===== src/rtl/multiphase_clock_gen.sv =====
// One-hot multiphase enable generator with run/drain control and end-of-rotation strobe.
// Optional single-rotation step mode is compiled in when MULTIPHASE_STEP_EN is defined.
module multiphase_clock_gen #(
   parameter int PHASES = 4,
   parameter int HOLD   = 1
) (
   input  logic                                                  clkIn,
   input  logic                                                  reset,
   input  logic                                                  run,
   input  logic                                                  stepReq,
   output logic [PHASES-1:0]                                     phaseOut,
   output logic [(($clog2(PHASES) > 1) ? $clog2(PHASES) : 1)-1:0] phaseIdx,
   output logic                                                  cycleDone,
   output logic                                                  running
);

   localparam int IW = ($clog2(PHASES) > 1) ? $clog2(PHASES) : 1;
   localparam int HW = ($clog2(HOLD) > 1) ? $clog2(HOLD) : 1;
   localparam logic [IW-1:0] LAST_PH   = IW'(PHASES - 1);
   localparam logic [HW-1:0] LAST_HOLD = HW'(HOLD - 1);

   typedef enum logic [1:0] {IDLE, RUN, DRAIN, STEP} state_t;

   state_t            state_reg;
   logic [IW-1:0]     phase_reg;
   logic [HW-1:0]     hold_reg;

   logic              at_last;
   logic              start_req;
   logic [IW-1:0]     adv_phase;
   logic [HW-1:0]     adv_hold;
   logic              adv_done;
   logic [PHASES-1:0] adv_onehot;

`ifdef MULTIPHASE_STEP_EN
   assign start_req = run | stepReq;
`else
   logic step_unused;
   assign step_unused = stepReq;
   assign start_req   = run;
`endif

   // Position one clock ahead, used both to advance and to pre-register the outputs.
   always_comb begin
      at_last   = (phase_reg == LAST_PH) && (hold_reg == LAST_HOLD);
      adv_phase = phase_reg;
      adv_hold  = hold_reg + HW'(1);
      if (hold_reg == LAST_HOLD) begin
         adv_hold  = '0;
         adv_phase = (phase_reg == LAST_PH) ? '0 : phase_reg + IW'(1);
      end
      adv_done   = (adv_phase == LAST_PH) && (adv_hold == LAST_HOLD);
      adv_onehot = PHASES'(1) << adv_phase;
   end

   always_ff @(posedge clkIn) begin
      if (reset) begin
         state_reg <= IDLE;
         phase_reg <= '0;
         hold_reg  <= '0;
         phaseOut  <= '0;
         phaseIdx  <= '0;
         cycleDone <= 1'b0;
         running   <= 1'b0;
      end else begin
         case (state_reg)
            IDLE: begin
               if (run) begin
                  state_reg <= RUN;
`ifdef MULTIPHASE_STEP_EN
               end else if (stepReq) begin
                  state_reg <= STEP;
`endif
               end
            end
            RUN: begin
               if (!run) state_reg <= at_last ? IDLE : DRAIN;
            end
            DRAIN: begin
               if (run) state_reg <= RUN;
               else if (at_last) state_reg <= IDLE;
            end
`ifdef MULTIPHASE_STEP_EN
            STEP: begin
               if (run) state_reg <= RUN;
               else if (at_last) state_reg <= IDLE;
            end
`endif
            default: state_reg <= IDLE;
         endcase

         if (state_reg == IDLE) begin
            // Phase 0 is never the last phase, so a start never raises cycleDone.
            phase_reg <= '0;
            hold_reg  <= '0;
            phaseIdx  <= '0;
            cycleDone <= 1'b0;
            phaseOut  <= start_req ? PHASES'(1) : '0;
            running   <= start_req;
         end else if (at_last && !run) begin
            phase_reg <= '0;
            hold_reg  <= '0;
            phaseOut  <= '0;
            phaseIdx  <= '0;
            cycleDone <= 1'b0;
            running   <= 1'b0;
         end else begin
            phase_reg <= adv_phase;
            hold_reg  <= adv_hold;
            phaseOut  <= adv_onehot;
            phaseIdx  <= adv_phase;
            cycleDone <= adv_done;
            running   <= 1'b1;
         end
      end
   end

endmodule

===== config.mk =====
export PLATFORM = sky130hd
export DESIGN_NAME = multiphase_clock_gen
export DESIGN_NICKNAME = d
export VERILOG_FILES = /design/src/rtl/multiphase_clock_gen.sv
export SDC_FILE = /design/constraint.sdc
export NUM_CORES = 1
export LEC_CHECK = 0
export CAP_MARGIN = 5
export CELL_PAD_IN_SITES_DETAIL_PLACEMENT = 1
export CELL_PAD_IN_SITES_GLOBAL_PLACEMENT = 2
export CORE_UTILIZATION = 26
export DETAILED_ROUTE_END_ITERATION = 10
export HOLD_SLACK_MARGIN = 0.15
export PLACE_DENSITY = 0.69
export SYNTH_ARGS = -nofsm -noshare
export SYNTH_HDL_FRONTEND = slang
export SYNTH_SLANG_ARGS = --single-unit

===== constraint.sdc =====
create_clock -name clkIn -period 1.3 [get_ports clkIn]
set_input_delay 0.39 -clock clkIn [delete_from_list [all_inputs] [get_ports clkIn]]
set_output_delay 0.39 -clock clkIn [all_outputs]
set_load 0.01 [all_outputs]

==> impl_metrics.tcl <==
set metrics [dict create \
    crit_fanout 2 \
    drt_wl_total_um 735 \
    clkPwrFrac 0.338 \
    cp-end-kind "primary output" \
    synth-main-ff-cell "dfxtp_1" \
    tightest_slew_ns 0.2470 \
    nets 55 \
    cts_buffers 3 \
    synth_fp_nets 37 \
    worstReg2RegStart "phase_reg[0]$_SDFF_PP0_" \
    io_buffers 10 \
    dp_cells 58 \
    path_clk_slew_ns 0.06 \
    grt_pass1_wl_um 1186 \
    min_to "state_reg[0]$_SDFFE_PP0P_" \
    grt_max_degree 8 \
    critical-path-slowest-cell "dfxtp_1" \
    track_usage 0.1240 \
    synth.largest_area_cell "dfxtp_1" \
    fp.dieArea_um2 1600 \
    die_h_um 40.00 \
    setup-tns-final_ns 0 \
    sw_frac_of_total 0.2277 \
    fin_crit_sh 0.9597 \
    drive_gt1_frac 0.2826 \
    slew_headroom 0.8351 \
    ant_nets 0 \
    clockBufferDepth 2 \
    setup_violations 0 \
    fin_skew_ns 0.005304 \
    synth_cells 30 \
    rsz0062_at_grt "no" \
    hp-class "flip-flop to flip-flop" \
    fin_crit_ns 1.248 \
    yosys.cell_count.top_type "dfxtp_1" \
    synth_area_um2 375.4 \
    ys_async_sr_fraction 0 \
    hpwlAfterDp_um 604 \
    max_freq_ghz 0.8015 \
    globalplace.congestion 0.6475 \
    antenna_cells 0 \
    drv_cap 0 \
    outcome "finished clean" \
    hold_violations 0 \
    grt_overflow_total 0 \
    critPathKind "flip-flop to primary output" \
    fin_cells 61 \
    cp_slowest_stage_delay_ns 0.33 \
    design.core.area_um2 1318 \
    initial_utilization 0.2849 \
    first_iter_violations 1 \
    firstDrtPassIters 2 \
    synth_top_area_frac 0.5333 \
    hold_path_depth 1 \
    cts_hold_buf 0 \
    htree_levels 1 \
    synth.distinct_cells 16 \
    boundaryPins 12 \
    min-delay-start "state_reg[1]$_SDFFE_PP0P_" \
    p_total_mw 0.5963 \
    area_growth_pct 43.67 \
    drc_errors 0 \
    powerDensity_nw_per_um2 1106 \
    synth_warnings 0 \
    die_x_um 40.00 \
    fin_util 0.4093 \
    crit_required_ns 0.91 \
    cts_tree "done" \
    cp_cell_sequence "dlygate4sd2_1" \
    vias 268 \
    seqPwrFrac 0.549 \
    largest_reg_flops 4 \
    internal_power_mw 0.4605 \
    place_area_um2 516.7 \
    synthTopCellsByArea "dfxtp_1 53%, ha_1 10%, o21bai_2 6.0%" \
    vias_per_cell 4.393 \
    synth_edf_count 0 \
    antenna_found_initial 0 \
    r2r_end "phaseOut[1]$_SDFF_PP0_" \
    avgSynthCellArea_um2 12.51 \
    grt_pass1_vias 292 \
    p_switching_mw 0.1358 \
    place_ws_ns -0.1021 \
    power.leakage_nw 0.2365 \
    cts.sinks 10 \
    peakVddDrop_uv 567.2 \
    fin_area_um2 539.3 \
    ys_seq_area_frac 0.5333 \
    timing.final.ws_setup_ns 0.05237 \
    path_buf_inv 1 \
    r2r_cells 4 \
    clk_latency_ns 0.26 \
    synth_commonest_cells "10 x dfxtp_1, 3 x ha_1, 3 x nor3_1" \
    arrival_ns 0.86 \
    placementRows 13 \
    cp-start-kind "flip-flop" \
    slew_viol_final 0 \
    path_delay_family "flip-flops" \
    fin_hold_ws_ns 0.5549 \
    cts-root-buf "clkbuf_4" \
    ys_seq_elements 10 \
    drt-wirelength-per-cell_um 12.05 \
    r2r_slack_ns 0.11 \
    power_frac_comb 0.112 \
]
## routing by layer
metal	share of wire	track usage
met1	0.42	0.1186
met2	0.53	0.2056
met3	0.057	0.05000
met4	0	0.1034
met5	0	0
## power groups by stage
stage | clock network, mW | logic (mW) | registers (mW)
6_report | 0.202 | 0.0670 | 0.327
3_5_place_dp | 0 | 0.0735 | 0.334
3_3_place_gp | 0 | 0.0713 | 0.333
4_1_cts | 0.211 | 0.0669 | 0.327
5_1_grt | 0.225 | 0.0746 | 0.329
2_1_floorplan | 0 | 0.0246 | 0.341
## what timing repair did
action / in CTS / in global routing
buffers inserted: 0 / 0
setup endpoints to repair: 8 / 1
cloned: 0 / 0
resized for setup: 8 / 2
## area by class of cell
| class | count | area [um2] |
|---|---|---|
| clock buffers | 3 | 22.52 |
| fillers | 143 | 778.2 |
| inverters | 1 | 3.754 |
| multi-input cells | 19 | 181.4 |
| flip-flops and latches | 10 | 200.2 |
| well taps | 15 | 18.77 |
| repair buffers | 13 | 112.6 |
## cell families after synthesis
family	count (synthesis)	share of synthesized area
simple gates	10	0.2200
flops	10	0.5333
compound gates	4	0.08664
fa+ha+maj	3	0.1000
xor+xnor	1	0.02334
buf+inv	1	0.009990
mux	1	0.02667
## worst max path at each step
stage                                        from  depth (start not counted)                     end  slack [ns]
after detailed placement                    reset                          3  phaseOut[2]$_SDFF_PP0_       -0.10
final                     phase_reg[0]$_SDFF_PP0_                          1             phaseIdx[0]        0.05
after global routing      phase_reg[1]$_SDFF_PP0_                          1             phaseIdx[1]       0.005
after CTS                 phase_reg[0]$_SDFF_PP0_                          4  phaseOut[1]$_SDFF_PP0_       0.006
after global placement                      reset                          3  phaseOut[2]$_SDFF_PP0_       -0.06
after floorplan           phase_reg[0]$_SDFF_PP0_                          3  phaseOut[1]$_SDFF_PP0_        0.14
## layout by cell type (no fill, tap or decap)
master           instances
mux2i_1                  1
nor3_1                   3
o21bai_4                 1
a21oi_1                  1
clkdlybuf4s50_1          2
buf_4                    3
ha_2                     1
o21ai_0                  1
nor2b_2                  1
dfxtp_1                 10
clkbuf_4                 3
nor4b_2                  1
ha_1                     2
inv_1                    1
nor4_2                   1
nor2b_1                  1
o21bai_2                 1
nand2b_1                 1
xnor2_1                  1
nor4_1                   1
nor3b_2                  1
dlygate4sd2_1            8
Power figures use the tool's default switching activity.
